===== config.mk =====
export PLATFORM = sky130hd
export DESIGN_NAME = search_sched
export DESIGN_NICKNAME = d
export VERILOG_FILES = /design/src/rtl/search_pkg.sv /design/src/rtl/rr_arbiter2.sv /design/src/rtl/search_sched.sv
export SDC_FILE = /design/constraint.sdc
export NUM_CORES = 1
export LEC_CHECK = 0
export CAP_MARGIN = 25
export CORE_MARGIN = 2
export CORE_UTILIZATION = 40
export CTS_BUF_LIST = sky130_fd_sc_hd__clkbuf_4 sky130_fd_sc_hd__clkbuf_8
export CTS_CLUSTER_DIAMETER = 30
export DETAILED_ROUTE_END_ITERATION = 10
export PLACE_DENSITY = 0.76
export SLEW_MARGIN = 30
export SYNTH_ARGS = -nofsm -noshare
export SYNTH_HDL_FRONTEND = slang
export SYNTH_SLANG_ARGS = --single-unit

===== constraint.sdc =====
create_clock -name clk -period 2.6 [get_ports clk]
set_clock_uncertainty 0.1 [all_clocks]
set_input_delay 0.65 -clock clk [delete_from_list [all_inputs] [get_ports clk]]
set_output_delay 0.65 -clock clk [all_outputs]
set_load 0.03 [all_outputs]

===== src/rtl/search_pkg.sv =====
// Shared types and default sizing for the two-requester search scheduler.
package search_pkg;

    localparam int DATA_W_DEF  = 8;
    localparam int ADDR_W_DEF  = 5;
    localparam int TIMEOUT_DEF = 64;

    typedef enum logic [1:0] {
        S_IDLE  = 2'd0,
        S_RUN   = 2'd1,
        S_RESP  = 2'd2,
        S_DRAIN = 2'd3
    } state_t;

endpackage


===== src/rtl/rr_arbiter2.sv =====
// Two-way round-robin grant: on a tie the requester not served last wins.
module rr_arbiter2 (
    input  logic [1:0] req,
    input  logic       last_served,
    output logic [1:0] grant
);

    always_comb begin
        grant = 2'b00;
        case (req)
            2'b01:   grant = 2'b01;
            2'b10:   grant = 2'b10;
            2'b11:   grant = last_served ? 2'b01 : 2'b10;
            default: grant = 2'b00;
        endcase
    end

endmodule


===== src/rtl/search_sched.sv =====
// Shares one searcher between two requesters: grant, run with timeout,
// pulse a response, then wait for the searcher to drop done before idling.
module search_sched
    import search_pkg::*;
#(
    parameter int DATA_W  = DATA_W_DEF,
    parameter int ADDR_W  = ADDR_W_DEF,
    parameter int TIMEOUT = TIMEOUT_DEF
) (
    input  logic              clk,
    input  logic              rst_n,
    input  logic [1:0]        req,
    input  logic [DATA_W-1:0] target0,
    input  logic [DATA_W-1:0] target1,
    output logic [1:0]        gnt,
    output logic              busy,
    output logic [1:0]        rsp_valid,
    output logic              rsp_found,
    output logic              rsp_err,
    output logic [ADDR_W-1:0] rsp_addr,
    output logic              srch_start,
    output logic [DATA_W-1:0] srch_target,
    input  logic              srch_done,
    input  logic              srch_found,
    input  logic [ADDR_W-1:0] srch_addr,
    output state_t            dbg_state
);

    localparam int CNT_W = (TIMEOUT > 2) ? $clog2(TIMEOUT) : 1;
    localparam logic [CNT_W-1:0] CNT_LAST = CNT_W'(TIMEOUT - 1);

    state_t            state, state_d;
    logic [CNT_W-1:0]  cnt, cnt_d;
    logic              last_served, last_d;
    logic [1:0]        gnt_d, rsp_valid_d, arb_gnt;
    logic              busy_d, found_d, err_d, start_d;
    logic [ADDR_W-1:0] addr_d;
    logic [DATA_W-1:0] target_d;

    rr_arbiter2 u_arb (
        .req         (req),
        .last_served (last_served),
        .grant       (arb_gnt)
    );

    // Every output is the registered copy of a next-value computed here.
    always_comb begin
        state_d     = state;
        cnt_d       = cnt;
        last_d      = last_served;
        gnt_d       = gnt;
        rsp_valid_d = 2'b00;
        found_d     = rsp_found;
        err_d       = rsp_err;
        addr_d      = rsp_addr;
        start_d     = srch_start;
        target_d    = srch_target;
        case (state)
            S_IDLE: begin
                if (|req) begin
                    state_d  = S_RUN;
                    gnt_d    = arb_gnt;
                    last_d   = arb_gnt[1];
                    target_d = arb_gnt[1] ? target1 : target0;
                    cnt_d    = '0;
                    start_d  = 1'b1;
                end
            end
            S_RUN: begin
                // done takes priority over a coincident timeout
                if (srch_done) begin
                    state_d     = S_RESP;
                    found_d     = srch_found;
                    addr_d      = srch_addr;
                    err_d       = 1'b0;
                    rsp_valid_d = gnt;
                    start_d     = 1'b0;
                end else if (cnt == CNT_LAST) begin
                    state_d     = S_RESP;
                    found_d     = 1'b0;
                    addr_d      = '0;
                    err_d       = 1'b1;
                    rsp_valid_d = gnt;
                    start_d     = 1'b0;
                end else begin
                    cnt_d = cnt + CNT_W'(1);
                end
            end
            S_RESP: begin
                state_d = S_DRAIN;
            end
            S_DRAIN: begin
                if (!srch_done) begin
                    state_d = S_IDLE;
                    gnt_d   = 2'b00;
                end
            end
            default: begin
                state_d = S_IDLE;
                gnt_d   = 2'b00;
                start_d = 1'b0;
            end
        endcase
        busy_d = (state_d != S_IDLE);
    end

    always_ff @(posedge clk or negedge rst_n) begin
        if (!rst_n) begin
            state       <= S_IDLE;
            cnt         <= '0;
            last_served <= 1'b1;
            gnt         <= 2'b00;
            busy        <= 1'b0;
            rsp_valid   <= 2'b00;
            rsp_found   <= 1'b0;
            rsp_err     <= 1'b0;
            rsp_addr    <= '0;
            srch_start  <= 1'b0;
            srch_target <= '0;
        end else begin
            state       <= state_d;
            cnt         <= cnt_d;
            last_served <= last_d;
            gnt         <= gnt_d;
            busy        <= busy_d;
            rsp_valid   <= rsp_valid_d;
            rsp_found   <= found_d;
            rsp_err     <= err_d;
            rsp_addr    <= addr_d;
            srch_start  <= start_d;
            srch_target <= target_d;
        end
    end

    assign dbg_state = state;

endmodule


---- Word level (Yosys, flattened, before mapping) ----
Index checks and enable logic that the tools add are counted.
word-level totals
  flip-flop bits (word level) ............. 30
  bits of input ports ..................... 27
  output and inout port bits .............. 23
  word-level logic and storage cells ...... 62
operators by class
  $add $sub $neg .......................... 1
  eq/ne operators ......................... 12
  muxes and demuxes ....................... 27
  reduce and logical (&&, ||, !) cells .... 11
operators with widths
  operator                                                                count
  2-bit 2-to-1 mux                                                        10
  6-bit 2-to-1 mux                                                        3
  6-bit case mux with 2 select lines                                      1
  5-bit 2-to-1 mux                                                        2
  2-bit equality test (second input constant)                             4
  8-bit 2-to-1 mux                                                        1
  2-bit != test (second input constant)                                   4
  2-bit case mux with 4 select lines                                      1
  2-bit nonzero test                                                      4
  6-bit by 1-bit adder with 6-bit output (second input constant)          1
  6-bit equality test (second input constant)                             1
  1-bit 2-to-1 mux                                                        6
  2-bit case mux with 3 select lines                                      1
  3-bit AND reduction                                                     2
  2-bit by 1-bit equality test with 1-bit output (second input constant)  2
  2-bit case mux with 2 select lines                                      1
  2-bit AND reduction                                                     2
  4-bit AND reduction                                                     1
  3-bit != test (second input constant)                                   1
  2-bit zero test                                                         1
  1-bit case mux with 2 select lines                                      1
  2-bit OR reduction                                                      1

---- Logic depth before layout (Yosys ltp) ----
Gate-level depths: netlist of run 1.
  depth after elaboration ................. 5
  depth in mapped cells ................... 5
  depth with buffers taken out ............ 4

---- Cells and area by module ----
A second synthesis of run 1 with hierarchy kept.
unflattened totals
  cell total of the unflattened synthesis .. 139
  area, all modules ....................... 1458.9 um^2
modules (own cells, without submodules)
  module        times used  cells an instance  area each (um^2)  seq. area each (um^2)
  search_sched  1           136                1440.1            752.0
  rr_arbiter2   1           3                  18.8              0.0

---- Worst setup path before layout of run 1 ----
Ideal clock, no wire load.
  path type ............................... flip-flop to flip-flop
  from .................................... reg state[1] (netlist: dbg_state[1])
  to ...................................... reg cnt[5]
  setup time .............................. 0.120 ns
  arrival time ............................ 1.669 ns
  data required time ...................... 2.380 ns
  setup slack ............................. 0.710 ns
  cell stages (with the launch flop) ...... 5
  buffers on the path ..................... 1
  clock period less this slack ............ 1.890 ns
  cell sequence ........................... dfrtp_1 -> buf_6 -> or3b_4 -> or4_1 -> o211a_1
on the way
  longest elaborated chain between the ends .. 3
  elaborated cells between the ends (all ways) .. 8
  classes of those cells .................. eq/ne (4); mux (1); reduce/logical (3)
RTL lines
  what                                                                                      RTL line             RTL
  from (decl)                                                                               search_sched.sv:32   state_t state, state_d;
  from (signal assigned)                                                                    search_sched.sv:121  state <= state_d;
  2-bit by 1-bit equality test with 1-bit output / 2-bit zero test (equally long branches)  search_sched.sv:58   case (state)
  2-bit != test (no source line) / 2-bit nonzero test (equally long branches)               --
  4-bit AND reduction (no source line)                                                      --
  to (signal assigned)                                                                      search_sched.sv:122  cnt <= cnt_d;
  to (decl)                                                                                 search_sched.sv:33   logic [CNT_W-1:0] cnt, cnt_d;
Several ways; a longest one is shown, not always the timed one.
A chain may end at the register's enable or synchronous reset.

---- Final worst setup path of run 1 ----
  from .................................... reg state[1] (netlist: dbg_state[1])
  to ...................................... out dbg_state[1]
RTL lines
  what       RTL line            RTL
  to (decl)  search_sched.sv:26  output state_t dbg_state
No word-level cell between the ends.

==> results of run 1 <==
-- cells by family (layout without fill, tap and decap cells) --
| group | Yosys count | in the layout | share of synthesized area (%) |
|---|---|---|---|
| AND/OR/NAND/NOR | 31 | 31 | 11.4 |
| multiplexers | 13 | 13 | 9.10 |
| AO/OA/AOI/OAI | 48 | 48 | 21.0 |
| flip-flops | 30 | 30 | 52.1 |
| buffers and inverters | 19 | 75 | 5.55 |
| adder cells (fa/ha/maj) | 1 | 1 | 0.866 |
-- path summary, 6_finish.rpt --
| check | endpoint | slack, ps | depth (start not counted) |
|---|---|---|---|
| worst min-delay path | srch_target[2] | 410 | 2 |
| worst max-delay path | dbg_state[1] | 230 | 1 |
| min in group asynchronous | dbg_state[0] | 610 | 2 |
| worst max register to register | cnt[5] | 770 | 3 |
| max in group asynchronous | last_served | 1480 | 2 |
| worst min register to register | srch_target[2] | 410 | 2 |
-- Yosys cell counts, types with 2 or more instances --
cell       n
a31oi_1    2
dfrtp_1   29
nor3_1     3
clkbuf_1   5
mux2i_1   12
nand2b_1   4
o21ai_0   25
nand3_1    4
nand2_1    3
and3_1     2
o21a_1     2
a22oi_1    6
nor2_1     9
a32o_1     3
o21bai_1   2
inv_1     12
-- final cells by class --
type | instances | area (µm²)
Clock buffer | 7 | 58.8
Clock inverter | 1 | 5.00
Fill cell | 292 | 1320
Inverter | 12 | 45.0
Multi-Input combinational cell | 93 | 612
Sequential cell | 30 | 752
Tap cell | 46 | 57.6
Timing Repair Buffer | 55 | 536
-- routing by layer --
metal	share of wire [%]	wire, µm	track usage (%)
met5	0	0	0
met2	50	1710	32.3
met1	40	1370	19.9
met3	8.4	285	8.27
met4	1.2	42	4.89
-- per-stage QoR --
stage,std cells,setup slack [ps],power [µW],hold WS [ps],area (µm²)
after floorplan,142,710,1500,254,1440
after global placement,236,299,1930,388,2000
after detailed placement,236,237,1970,397,2000
after CTS,244,213,2270,417,2070
after global routing,244,157,2400,446,2070
final,244,232,2240,412,2070
-- tightest hold or removal path: cells and delay by family, from the launching register on --
kind / cells / cell delay (ps)
AOI/OAI and AO/OA: 2 / 130
DFF: 1 / 340
-- sequential cells by signal, summed over array words and instances (netlist names) --
register     cells
busy             1
cnt              6
dbg_state        2
gnt              2
last_served      1
rsp_addr         5
rsp_err          1
rsp_found        1
rsp_valid        2
srch_start       1
srch_target      8
-- power groups by stage --
stage,logic [µW],clock network (µW),registers [µW]
floorplan,441,0,1060
global placement,1120,0,810
detailed placement,1150,0,819
CTS,1150,302,814
global route,1230,323,843
finish,1140,292,813
==> results.md, run 1 <==
- Post-CTS setup buffer count: 0
- Yosys top cell area share: 50.3%
- GP Congestion: 0.838
- Most frequent cells in the layout: clkdlybuf4s50_1, dfrtp_1, o21ai_0, inv_1, mux2i_1
- Reg2reg start: dbg_state[1]
- Ys flop type: dfrtp_1
- Worst setup EP type: output port
- DIE WIDTH: approximately 64 µm
- Hold path start: srch_target[2]
- Core ar.: about 0.0034 mm²
- Post-synth EDFFs: 0
- TritonRoute pass-1 iters: 4
- Run status: complete, no violations
- Area contributors post-synth: dfrtp_1, o21ai_0, mux2i_1
- Max Clk Rate: 0.422 GHz
- Number of global-route vias before repair: 1254
- Area grow syn2layout: 43.1%
- Register share of total power: between 30% and 40%
- Crit-path max cell delay: 760 ps
- Share of post-route cells with drive strength above 1: 9.09%
- P per Cell Area: 1090 mW/mm²
- Clock Latency Late Sink: 330 ps
- Gr ovfl total: 0
- I/O pin count: 50
- Via Count: 1248
- Synth Warn #: 0
- Post-DRT Antenna Nets: 0
- CP arrival: 1620 ps
- Final nets: around 230
- Int Pwr: 1300 µW
- Die area: slightly above 0.004 mm²
- Psw: 945 µW
- Synthesized flop and latch total: 30
- PostCTS Resize Cnt: 0
- Reg clk slew, reported paths: 100 ps
- Ys async rst share: 100%
- Worst hold path type: reg2reg
- Post-DR vias/cell: 5.11
- TritonCTS buffer count: 5
- Crit Path Max Fanout: 10
- Sw Share: a little over two fifths
- Syn nets: 170
- Post-DP HPWL: about 2600 µm
- Clk network pwr share: 13.0%
- CTS Hold Bufs: 0
- Detailed Route Iter0 Violations: 35
- WL/cell: 14.0 µm
- Final Hold Viols: 0
- # rows: 21
- Post-route setup TNS: 0 ps
- Yosys top cell by area: dfrtp_1
- Tmin final: 2370 ps
- Clk sinks: 30
- Distinct cell type count after synthesis: 35
- # setup viols final: 0
- Actual slew at the worst max-slew pin: 528 ps
- Top delay family on crit path: buffers and inverters
- Worst Path Buf+Inv: 1
- Post-synthesis cell count: 142
- Routed wire length: 3410 µm
- Initial core utilization: 42.6%
- Port-buffer cells: 49
- Diode count: 0
- Utilization of the core after routing: a little over 60%
- Worst-path cell chain: clkdlybuf4s50_1
- Setup crit start kind: register
- Register area share after synthesis: 52.1%
- Die span in y: 64.1 µm
- CP Data Required Time: roughly 1900 ps
- Tcrit/Tclk final: 91.1%
- Critical path class: reg2out
- Max_cap viols: 0
- Post-Syn Area: between 0.001 and 0.0015 mm²
- Pin count of the biggest net entering global routing: 31
- Clk root buf: clkbuf_4
- First-pass GRT wire length: about 5700 µm
- RSZ-0062 raised after global routing: false
- Max-slew headroom: 64.7%
- CTS tree: done
- CTS H-Tree Depth: 2
- Number of remaining DRC errors: 0
- Initial antenna violation count: 0
- Combinational cell fraction of total power: 50.7%
- Tot GR Track Use: between 10% and 20%
- Worst Setup SP: dbg_state[1]
- Commonest non-fill, non-tap cell in the layout: clkdlybuf4s50_1
- Maximum vdd drop: 0.000478 V
- Slowest cell on crit path: clkdlybuf4s50_1
- Maximum clock insertion buffer count: 2
- Avg Synthesized Cell Area: 10.2 µm²
- Leak pwr: 0.000933 µW
- Slew Limit Fails: 0
No activity file was read; power rests on OpenSTA's default activity.
==> run 2: changes to the inputs <==
--- a/config.mk
+++ b/config.mk
@@ -11,6 +11,7 @@
 export CTS_BUF_LIST = sky130_fd_sc_hd__clkbuf_4 sky130_fd_sc_hd__clkbuf_8
 export CTS_CLUSTER_DIAMETER = 30
 export DETAILED_ROUTE_END_ITERATION = 10
+export GPL_ROUTABILITY_DRIVEN = 0
 export PLACE_DENSITY = 0.76
 export SLEW_MARGIN = 30
 export SYNTH_ARGS = -nofsm -noshare
==> results of run 2 <==
The final DEF is identical to that of run 1; final timing and power are the same.
==> run 3: changes to the inputs <==
--- a/config.mk
+++ b/config.mk
@@ -7,12 +7,12 @@
 export LEC_CHECK = 0
 export CAP_MARGIN = 25
 export CORE_MARGIN = 2
-export CORE_UTILIZATION = 40
+export CORE_UTILIZATION = 50
 export CTS_BUF_LIST = sky130_fd_sc_hd__clkbuf_4 sky130_fd_sc_hd__clkbuf_8
 export CTS_CLUSTER_DIAMETER = 30
 export DETAILED_ROUTE_END_ITERATION = 10
 export GPL_ROUTABILITY_DRIVEN = 0
-export PLACE_DENSITY = 0.76
+export PLACE_DENSITY = 0.91
 export SLEW_MARGIN = 30
 export SYNTH_ARGS = -nofsm -noshare
 export SYNTH_HDL_FRONTEND = slang
==> run 3 against run 2 <==
  * Non-clock buffer count did not move
  * Utilization up 13 points
  * Sequential power decreased by 0.5%
  * First-iteration DRC count rose by 8.6%
  * Critical path depth is the same
  * Largest power group unchanged
==> results.md, run 3 (synthesis gave the netlist of run 1 again) <==
- Final nets: 225
- CP Depth: 1
- Post-CTS setup buffer count: 0
- Port-buffer cells: 49
- Leak pwr: 0.000928 µW
- Die area: 0.00333 mm²
- # setup viols final: 0
- I/O pin count: 50
- Post-DRT Antenna Nets: 0
- Pin count of the biggest net entering global routing: 31
- Post-DP HPWL: around 2600 µm
- Reg2reg end: cnt[5]
- CTS Hold Bufs: 0
- Worst-path cell chain: clkdlybuf4s50_1
- Number of remaining DRC errors: 0
- Max Clk Rate: between 0.4 and 0.5 GHz
- Commonest non-fill, non-tap cell in the layout: clkdlybuf4s50_1
- Via Count: approximately 1300
- Worst Setup SP: dbg_state[1]
- Reg2reg start: dbg_state[1]
- Reg area: 752 µm²
- TritonRoute pass-1 iters: 4
- Diode count: 0
- Final Hold Viols: 0
- Post-route setup TNS: 0 ps
- Setup crit end: dbg_state[1]
- Actual slew at the worst max-slew pin: roughly 550 ps
- Clk sinks: 30
- Maximum clock insertion buffer count: 2
- Crit Path Max Fanout: 10
- Area grow syn2layout: 41.8%
- Share of post-route cells with drive strength above 1: 9.09%
- Critical path class: reg2out
- CTS tree: done
- Crit-path max cell delay: 750 ps
- Multi-input logic area: between 600 and 700 µm²
- Slew Limit Fails: 0
- CP Data Required Time: 1850 ps
- Sw Share: 43.0%
- WL/cell: 15.1 µm
- Reg clk slew, reported paths: 100 ps
- Die span in y: 57.7 µm
- Detailed Route Iter0 Violations: 38
- Worst setup EP type: output port
- Clk network pwr share: 13.5%
- Psw: 970 µW
- Clk root buf: clkbuf_4
- Setup crit start kind: register
- Tmin final: 2360 ps
- CP arrival: between 1500 and 2000 ps
- R2R Setup Slk: 790 ps
- Dpl cells: 221
- Tot GR Track Use: 23.6%
- Core ar.: 0.00276 mm²
- Combinational cell fraction of total power: 50.7%
- Top flop regs: srch_target (8), cnt (6), rsp_addr (5)
- P per Cell Area: 1100 mW/mm²
- Gr ovfl total: 0
- First-pass GRT wire length: 5940 µm
- Worst hold path type: reg2reg
- Most frequent cells in the layout: clkdlybuf4s50_1, dfrtp_1, o21ai_0, inv_1, mux2i_1
- Fill cell count: 206
- PostCTS Resize Cnt: 0
- Number of flip-flops under the largest register name: 8
- Initial antenna violation count: 0
- RSZ-0062 raised after global routing: false
- Largest Register: srch_target
- Post-DR vias/cell: 5.79
- Clock Latency Late Sink: 340 ps
- TritonCTS buffer count: 5
- Worst Path Buf+Inv: 1
- Maximum vdd drop: 0.000907 V
- CTS H-Tree Depth: 2
- Run status: complete, no violations
- Register share of total power: 35.8%
- DIE WIDTH: roughly 58 µm
- Number of global-route vias before repair: 1353
- Tcrit/Tclk final: 90.8%
- Max_cap viols: 0
- Int Pwr: 1290 µW
- # rows: 19
- Initial core utilization: between 50% and 60%
- Slowest cell on crit path: clkdlybuf4s50_1
- R2R cell count: 3
- Top delay family on crit path: buffers and inverters
- Final Instance Count excl. Fillers: 229
- Max-slew headroom: around 63%
- Routed wire length: 3460 µm
## run 3: how the worst min path moves through the flow
stage                     slack (ps)            from              to  cells after the start
after global routing             450  srch_target[4]  srch_target[4]                      2
after floorplan                  250           rst_n            busy                      0
after detailed placement         400  srch_target[1]  srch_target[1]                      2
final                            430  srch_target[2]  srch_target[2]                      2
after global placement           380  srch_target[7]  srch_target[7]                      2
after CTS                        430  srch_target[2]  srch_target[2]                      2
## run 3: cell type report
cell class                 instances  area share, %
tap                               31           1.89
inverter                          12           2.20
clock inverter                     2          0.611
multi-input combinational         93           29.9
clock buffer                       6           2.51
sequential                        30           36.7
timing repair buffer              55           26.2
## run 3: metrics by stage
step / area (µm²) / hold WS (ps) / setup slack [ps] / total power [µW] / util [%]
2_1_floorplan: 1440 / 254 / 710 / 1500 / -
3_3_place_gp: 1980 / 384 / 300 / 1920 / 71.9
3_5_place_dp: 1980 / 399 / 243 / 1960 / 71.9
4_1_cts: 2050 / 426 / 240 / 2270 / 74.2
5_1_grt: 2050 / 452 / 161 / 2420 / 74.2
6_report: 2050 / 426 / 239 / 2260 / 74.2
## run 3: power by group through the flow
stage | clock network (µW) | registers, µW | logic [µW]
after floorplan | 0 | 1060 | 441
after global placement | 0 | 803 | 1110
after detailed placement | 0 | 813 | 1150
after CTS | 307 | 807 | 1150
after global routing | 332 | 834 | 1250
final | 305 | 809 | 1140
## run 3: per-layer routing
| metal | track usage (%) | share of wire, % | up-vias |
|---|---|---|---|
| met5 | 0 | 0 | - |
| met1 | 26.1 | 39 | 635 |
| met3 | 9.38 | 9.4 | 6 |
| met4 | 10.6 | 1.3 | 0 |
| met2 | 40.1 | 50 | 61 |
| li1 | - | - | 623 |
